$ cat src/rtl/uart_rx_ctrl.sv
// Controller for one uart_rx receiver: 16x tick divider, parity configuration and a
// show-ahead receive FIFO. Optional error counters are enabled by UART_RX_CTRL_ERR_CNT_EN.
module uart_rx_ctrl #(
    parameter int DATA_BITS  = 8,
    parameter int DIV_WIDTH  = 16,
    parameter int FIFO_DEPTH = 4
) (
    input  logic                             clk,
    input  logic                             reset,
    input  logic                             cfg_enable,
    input  logic [DIV_WIDTH-1:0]             cfg_div,
    input  logic                             cfg_parity_en,
    output logic                             tick_16x,
    output logic                             parity_enable,
    input  logic [DATA_BITS-1:0]             rx_data,
    input  logic                             data_ready,
    input  logic                             parity_err,
    input  logic                             frame_err,
    output logic                             rd_valid,
    input  logic                             rd_ready,
    output logic [DATA_BITS-1:0]             rd_data,
    output logic                             rd_perr,
    output logic                             rd_ferr,
    output logic [$clog2(FIFO_DEPTH+1)-1:0]  fifo_count,
    output logic                             overflow,
    input  logic                             ovf_clr
`ifdef UART_RX_CTRL_ERR_CNT_EN
    ,
    output logic [7:0]                       perr_cnt,
    output logic [7:0]                       ferr_cnt,
    input  logic                             cnt_clr
`endif
);

    localparam int AW = (FIFO_DEPTH > 1) ? $clog2(FIFO_DEPTH) : 1;
    localparam int CW = $clog2(FIFO_DEPTH + 1);
    localparam int EW = DATA_BITS + 2;
    localparam logic [CW-1:0]        DEPTH_C   = CW'(FIFO_DEPTH);
    localparam logic [CW-1:0]        CNT_ONE_C = CW'(1'b1);
    localparam logic [AW-1:0]        PTR_ONE_C = AW'(1'b1);
    localparam logic [DIV_WIDTH-1:0] DIV_ONE_C = DIV_WIDTH'(1'b1);

    logic [DIV_WIDTH-1:0] div_cnt_r;
    logic [DIV_WIDTH-1:0] div_cnt_nxt_s;
    logic                 tick_r;
    logic                 tick_nxt_s;
    logic                 parity_r;

    logic [EW-1:0]        mem_r [FIFO_DEPTH];
    logic [AW-1:0]        wr_ptr_r;
    logic [AW-1:0]        rd_ptr_r;
    logic [CW-1:0]        count_r;
    logic [CW-1:0]        count_nxt_s;
    logic                 overflow_r;
    logic                 full_s;
    logic                 valid_s;
    logic                 pop_s;
    logic                 push_s;
    logic                 drop_s;
    logic [EW-1:0]        head_s;

    // Divider next state: a count at or beyond cfg_div always ticks, so shrinking
    // the divisor mid-period restarts on the next cycle instead of wrapping around.
    always_comb begin
        div_cnt_nxt_s = {DIV_WIDTH{1'b0}};
        tick_nxt_s    = 1'b0;
        if (!cfg_enable) begin
            div_cnt_nxt_s = {DIV_WIDTH{1'b0}};
            tick_nxt_s    = 1'b0;
        end else if (div_cnt_r >= cfg_div) begin
            div_cnt_nxt_s = {DIV_WIDTH{1'b0}};
            tick_nxt_s    = 1'b1;
        end else begin
            div_cnt_nxt_s = div_cnt_r + DIV_ONE_C;
            tick_nxt_s    = 1'b0;
        end
    end

    // Divider counter and registered tick pulse.
    always_ff @(posedge clk or negedge reset) begin
        if (!reset) begin
            div_cnt_r <= {DIV_WIDTH{1'b0}};
            tick_r    <= 1'b0;
        end else begin
            div_cnt_r <= div_cnt_nxt_s;
            tick_r    <= tick_nxt_s;
        end
    end

    // Parity setting follows the request only while idle so a frame never sees it change.
    always_ff @(posedge clk or negedge reset) begin
        if (!reset) begin
            parity_r <= 1'b0;
        end else if (!cfg_enable) begin
            parity_r <= cfg_parity_en;
        end else begin
            parity_r <= parity_r;
        end
    end

    // FIFO handshake decode; a full FIFO still accepts a byte when the head leaves.
    always_comb begin
        valid_s = (count_r != {CW{1'b0}});
        full_s  = (count_r == DEPTH_C);
        pop_s   = valid_s && rd_ready;
        push_s  = data_ready && (!full_s || pop_s);
        drop_s  = data_ready && full_s && !pop_s;
    end

    // Occupancy next value.
    always_comb begin
        count_nxt_s = count_r;
        case ({push_s, pop_s})
            2'b10:   count_nxt_s = count_r + CNT_ONE_C;
            2'b01:   count_nxt_s = count_r - CNT_ONE_C;
            default: count_nxt_s = count_r;
        endcase
    end

    // Storage needs no reset: entries are only visible through count_r.
    always_ff @(posedge clk) begin
        if (push_s) begin
            mem_r[wr_ptr_r] <= {frame_err, parity_err, rx_data};
        end
    end

    // Pointers, occupancy and sticky overflow flag (a new drop outranks a clear).
    always_ff @(posedge clk or negedge reset) begin
        if (!reset) begin
            wr_ptr_r   <= {AW{1'b0}};
            rd_ptr_r   <= {AW{1'b0}};
            count_r    <= {CW{1'b0}};
            overflow_r <= 1'b0;
        end else begin
            if (push_s) begin
                wr_ptr_r <= wr_ptr_r + PTR_ONE_C;
            end
            if (pop_s) begin
                rd_ptr_r <= rd_ptr_r + PTR_ONE_C;
            end
            count_r <= count_nxt_s;
            if (drop_s) begin
                overflow_r <= 1'b1;
            end else if (ovf_clr) begin
                overflow_r <= 1'b0;
            end
        end
    end

    // Show-ahead read port, blanked while empty.
    always_comb begin
        head_s  = mem_r[rd_ptr_r];
        rd_data = {DATA_BITS{1'b0}};
        rd_perr = 1'b0;
        rd_ferr = 1'b0;
        if (valid_s) begin
            rd_data = head_s[DATA_BITS-1:0];
            rd_perr = head_s[DATA_BITS];
            rd_ferr = head_s[DATA_BITS+1];
        end else begin
            rd_data = {DATA_BITS{1'b0}};
            rd_perr = 1'b0;
            rd_ferr = 1'b0;
        end
    end

    assign tick_16x      = tick_r;
    assign parity_enable = parity_r;
    assign rd_valid      = valid_s;
    assign fifo_count    = count_r;
    assign overflow      = overflow_r;

`ifdef UART_RX_CTRL_ERR_CNT_EN
    logic [7:0] perr_cnt_r;
    logic [7:0] ferr_cnt_r;

    function automatic logic [7:0] sat_inc(input logic [7:0] value, input logic inc);
        if (inc && (value != 8'hFF)) begin
            return value + 8'h01;
        end else begin
            return value;
        end
    endfunction

    // Error counters see every received byte, including ones the FIFO drops.
    always_ff @(posedge clk or negedge reset) begin
        if (!reset) begin
            perr_cnt_r <= 8'h00;
            ferr_cnt_r <= 8'h00;
        end else if (cnt_clr) begin
            perr_cnt_r <= 8'h00;
            ferr_cnt_r <= 8'h00;
        end else begin
            perr_cnt_r <= sat_inc(perr_cnt_r, data_ready && parity_err);
            ferr_cnt_r <= sat_inc(ferr_cnt_r, data_ready && frame_err);
        end
    end

    assign perr_cnt = perr_cnt_r;
    assign ferr_cnt = ferr_cnt_r;
`endif

endmodule

$ cat config.mk
export PLATFORM = sky130hd
export DESIGN_NAME = uart_rx_ctrl
export DESIGN_NICKNAME = d
export VERILOG_FILES = /design/src/rtl/uart_rx_ctrl.sv
export SDC_FILE = /design/constraint.sdc
export NUM_CORES = 1
export LEC_CHECK = 0
export CAP_MARGIN = 20
export CORE_AREA = 2 2 82 84
export DETAILED_ROUTE_END_ITERATION = 16
export DIE_AREA = 0 0 84 86
export GPL_TIMING_DRIVEN = 0
export PLACE_DENSITY_LB_ADDON = 0.15
export RECOVER_POWER = 50
export SLEW_MARGIN = 0
export SYNTH_ARGS = -nofsm -noshare
export SYNTH_HDL_FRONTEND = slang
export SYNTH_SLANG_ARGS = --single-unit
$ cat constraint.sdc
create_clock -name clk -period 2.4 [get_ports clk]
set_input_delay 0.24 -clock clk [delete_from_list [all_inputs] [get_ports clk]]
set_output_delay 0.24 -clock clk [all_outputs]
set_load 0.02 [all_outputs]
* Word level (Yosys, flattened, before mapping) *
Memory sizes are Yosys's and may differ from the RTL's.
Cells that the tools add are included.

word-level totals
  input bits = 33
  output and inout bits = 17
  memories kept = 1
  memory bits (writable) = 40
  bits in latches = 0
  register bits = 26
  logic and storage cells = 39
  memory bits (read-only) = 0

memories
  name   words  bits a word  rd ports  clocked after memory_dff  wr ports  RTL line  RTL
  mem_r  4      10           1         0                         1         49        logic [EW-1:0] mem_r [FIFO_DEPTH];

operators by class
  $add $sub $neg = 5
  bitwise operators = 0
  multipliers = 0
  reductions and logical operators = 10
  magnitude comparators = 1
  shift-type cells = 0
  multiplexer cells = 12
  div/mod/pow operators = 0
  equality and inequality tests = 3

operators by type and width
  cell                                              number
  two-way mux 16 bit                                2
  adder 16 x 1 -> 16 bit, second input constant     1
  greater-or-equal comparator 16 bit                1
  two-way mux 1 bit                                 8
  two-way mux 8 bit                                 1
  one-hot mux 3 bit (2 select lines)                1
  adder 2 x 1 -> 2 bit, second input constant       2
  logical AND 1 bit                                 4
  nonzero test 2 bit                                2
  adder 3 x 1 -> 3 bit, second input constant       1
  == test 3 bit, second input constant              1
  nonzero test 3 bit                                1
  subtractor 3 x 1 -> 3 bit, second input constant  1
  == test 2 x 1 -> 1 bit, second input constant     1
  == test 2 bit, second input constant              1
  zero test 1 bit                                   2
  logical OR 1 bit                                  1

* Depth between registers and ports, before layout *
  depth after elaboration = 6
  depth in mapped cells = 10

* Worst setup path before layout *
No wires, ideal clock.

  path kind = reg-to-reg
  start = register count_r[1], in the netlist fifo_count[1]
  end = register count_r[2], in the netlist fifo_count[2]
  cell stages (with the launch flop) = 11
  data arrival time = 2,105 ps
  setup time = 80 ps
  path buffers = 1
  clock period less this slack = 2,184 ps
  path slack = 216 ps
  cells stage by stage = dfrtp_1 nor4b_1 nor2b_1 clkbuf_1 inv_1 ha_1 inv_1 fa_1 xor2_1 nor2_1 xor2_1

on the way
  cells in the longest elaborated chain, start to end = 6

ends and longest elaborated chain
  item                                                                             RTL line  RTL
  from (decl)                                                                      52        logic [CW-1:0] count_r;
  from (signal assigned)                                                           132       count_r <= {CW{1'b0}};
  from (signal assigned)                                                           141       count_r <= count_nxt_s;
  == test 3 bit / nonzero test 3 bit (equally long branches)                       104, 103
  zero test 1 bit / logical AND 1 bit (equally long branches)                      106, 105
  logical OR 1 bit                                                                 106       push_s = data_ready && (!full_s || pop_s);
  logical AND 1 bit                                                                106
  == test 2 x 1 -> 1 bit / == test 2 bit (equally long branches)                   113       case ({push_s, pop_s})
  one-hot mux 3 bit (2 select lines) / nonzero test 2 bit (equally long branches)  -

Several ways; a longest one is shown, not always the timed one.
A chain may end at the register's enable or synchronous reset.

* Worst setup path in the final report *
  start = register div_cnt_r[7]
  end = register div_cnt_r[13]

on the way
  cells in the longest elaborated chain, start to end = 3

ends and longest elaborated chain
  item                                                                                 RTL line  RTL
  from (decl)                                                                          43        logic [DIV_WIDTH-1:0] div_cnt_r;
  from (signal assigned)                                                               82        div_cnt_r <= {DIV_WIDTH{1'b0}};
  from (signal assigned)                                                               85        div_cnt_r <= div_cnt_nxt_s;
  adder 16 x 1 -> 16 bit / greater-or-equal comparator 16 bit (equally long branches)  74, 70
  two-way mux 16 bit (*)                                                               70        end else if (div_cnt_r >= cfg_div) begin
  two-way mux 16 bit (*)                                                               67        if (!cfg_enable) begin
  named net div_cnt_nxt_s[13]                                                          44        logic [DIV_WIDTH-1:0] div_cnt_nxt_s;

The timed path passes the listed nets; every way through them passes the cells marked *.

==> summary.md <==
| Metric | Value |
|---|---|
| Worst-path clk slew | 70 ps |
| Routed Antenna Nets | 0 |
| Max Cap Viol | 0 |
| Post-synth ARST share | 39.4% |
| Main flop type after synthesis | edfxtp_1 |
| EDFF count, synth | 40 |
| Vias in the first global route | approximately 2,100 |
| Total Nets Final | between 300 and 400 |
| Yosys top cell by area | edfxtp_1 |
| PD cells | 919 mW/mm^2 |
| Router iterations before antenna repair | 4 |
| Post-Syn Nets | 296 |
| Slew HR | 50.1% |
| Vias | 2,071 |
| Nature of the critical path startpoint | flop |
| Met2 usage | 29.3% |
| Share of cells above drive strength 1 | between 10% and 20% |
| Post-synth top area share | 36.2% |
| Total power | 0.00383 W |
| Worst skew pair latency | approximately 330 ps |
| Max Root-Sink Buffers | 2 |
| Die H | 86 um |
| Yosys cell types | 41 |
| Placer Congestion | 0.726 |
| Worst r2r src | div_cnt_r[7] |
| Hold Crit Class | in2async |
| Antenna diode count | 0 |
| CORE AREA | 0.00628 mm^2 |
| CP endpoint kind | flop |
| DR WL/cell | ~16 um |
| Post-synthesis cell count | between 200 and 250 |
| Design area | 0.00417 mm^2 |
| Reg2Reg Depth | 6 |
| Reg2Reg Capture Point | div_cnt_r[13] |
| R2r setup slk | 160 ps |
| Vias/cell | 5.38 |
| M1 GR Usage | 23.1% |
| Clk sink count | 66 |
| Starting density of the core | 52.9% |
| Layer with the highest usage | met2 |
| Unrepaired setup endpoints after global routing | true |
| Count of final max-slew check failures | 0 |
| Post-DP Area | 0.00392 mm^2 |
| Iteration-0 DRC Markers | 71 |
| Clock Tree Root | clkbuf_8 |
| Setup CP Type | reg2reg |
| Final core occ | between 60% and 70% |
| Overflow after GRT | 0 |
| CTS buffer count | 9 |
| Static Leak | 1.80 nW |
| Max Fanout on Critical Path | 10 |
| Final Cycle Share | 93.2% |
| Total GRT Usage | between 15 and 20% |
| Mapped Area | 0.00332 mm^2 |
| Flops & latches, synth | 66 |
| FMAX | 0.447 GHz |
| CP arrival | 2450 ps |
| Synthesized area per cell | around 14 um^2 |
| Rows | 29 |
| Final Setup Violations | 0 |
| Placed cells | roughly 370 |
| DRC | 0 |
| Top cells by area, synth | edfxtp_1, dfrtp_1, ha_1 |
| Most frequent cells in the layout | edfxtp_1, clkdlybuf4s50_1, inv_1, dfrtp_1, ha_1 |
| P&R area growth vs syn | 25.7% |
| DRT Wirelength | 6130 um |
| First-pass GRT wire length | about 10000 um |
| H-Tree Depth | 3 |
| Largest net degree at the start of global routing | 15 |
| Register area share after synthesis | a little under three fifths |
| Num ports | 50 |
| Slew @ Worst Pin | 748 ps |
| Syn. warnings | 0 |
| CTS tree | yes |
| DP Wirelength | roughly 4300 um |
| Minimum clock period | about 2200 ps |
| Die width | 84 um |
| Die area | 0.00722 mm^2 |
| Clk_skew | between 5 and 6 ps |
| Cell Count, Final, Fillers Out | 385 |
| Antenna violations before repair | 0 |
| VDD IR max | approximately 770 uV |
| Critical Path RT | 2620 ps |
| Commonest non-fill, non-tap cell in the layout | edfxtp_1 |
| Status | completed |
| Hold Vio Cnt, Final | 0 |
| IO Port Bufs | 49 |
| Met3 Use GR | 4.81% |
power by group:
group / internal (W) / leakage, nW / total [W] / switching, W
registers: 0.00143 / 0.708 / 0.00155 / 0.000117
clock network: 0.000475 / 0.0905 / 0.000886 / 0.000411
logic: 0.000711 / 0.997 / 0.00140 / 0.000688
total: 0.00262 / 1.80 / 0.00383 / 0.00122
Yosys cell counts, drive strengths merged, types with 3 or more instances:
master  number
a21o         3
and2        16
and3         4
buf          3
clkbuf       3
dfrtp       26
edfxtp      40
ha          22
inv         24
mux4        10
nand2       10
nand3        3
nand4        7
nor2         4
nor3        16
o21a         3
o21ai        7
or3          3
xnor2       10
xor2         8
worst max path at each step:
stage | startpoint | slack, ps | cells after the start | endpoint
CTS | rd_ptr_r[0] | 0.4 | 4 | rd_ferr
floorplan | fifo_count[1] | 220 | 10 | fifo_count[2]
finish | div_cnt_r[7] | 160 | 6 | div_cnt_r[13]
detailed placement | cfg_div[14] | -170 | 8 | div_cnt_r[10]
global route | fifo_count[1] | -2 | 10 | fifo_count[2]
global placement | cfg_div[14] | -130 | 8 | div_cnt_r[13]
routing by layer:
layer  routed length, um  vias up
li1                    -     1001
met1                2780     1023
met2                3060       41
met3                 226        6
met4                  63        0
met5                   0        -
repair_timing:
action                                  CTS  global route
buffers inserted                          0             2
gates resized for setup                   6            12
endpoints found under the setup margin    9            20
pin swaps                                 0             1
hold buffers                              0             0
state kept, by name (all words and copies together) (netlist names):
name / flops
rd_ptr_r: 2
tick_16x: 1
wr_ptr_r: 2
div_cnt_r: 16
overflow: 1
fifo_count: 3
mem_r: 40
parity_enable: 1
cell families after synthesis:
| group | Yosys count | share of synthesized area, % |
|---|---|---|
| simple gates | 70 | 13.8 |
| fa+ha+maj | 23 | 8.90 |
| xor+xnor | 18 | 4.75 |
| compound gates | 22 | 5.88 |
| buf+inv | 30 | 3.77 |
| flops | 66 | 55.8 |
| mux | 11 | 7.13 |
critical path: stages (launching register included):
cell and delay, ps:
dfrtp_1 470, ha_1 350, and3_4 220, nand4_4 110, o41ai_4 650, buf_6 260
nor3_2 60
cell type report:
cell class | count | area, um^2
Timing Repair Buffer | 52 | 532
Fill cell | 475 | 2110
Buffer | 6 | 47.5
Clock inverter | 7 | 70.1
Inverter | 24 | 90.1
Multi-Input combinational cell | 144 | 1360
Sequential cell | 66 | 1850
Clock buffer | 9 | 124
Tap cell | 77 | 96.3
through the flow:
| stage | setup TNS, ps | worst slack, ps | hold slack [ps] |
|---|---|---|---|
| after floorplan | 0 | 216 | -55.6 |
| after global placement | -1290 | -125 | 489 |
| after CTS | 0 | 0.395 | 365 |
| after detailed placement | -1760 | -166 | 495 |
| after global routing | -2.12 | -2.12 | 426 |
| final | 0 | 164 | 388 |
Note: power is estimated with default switching activity, not from simulation.
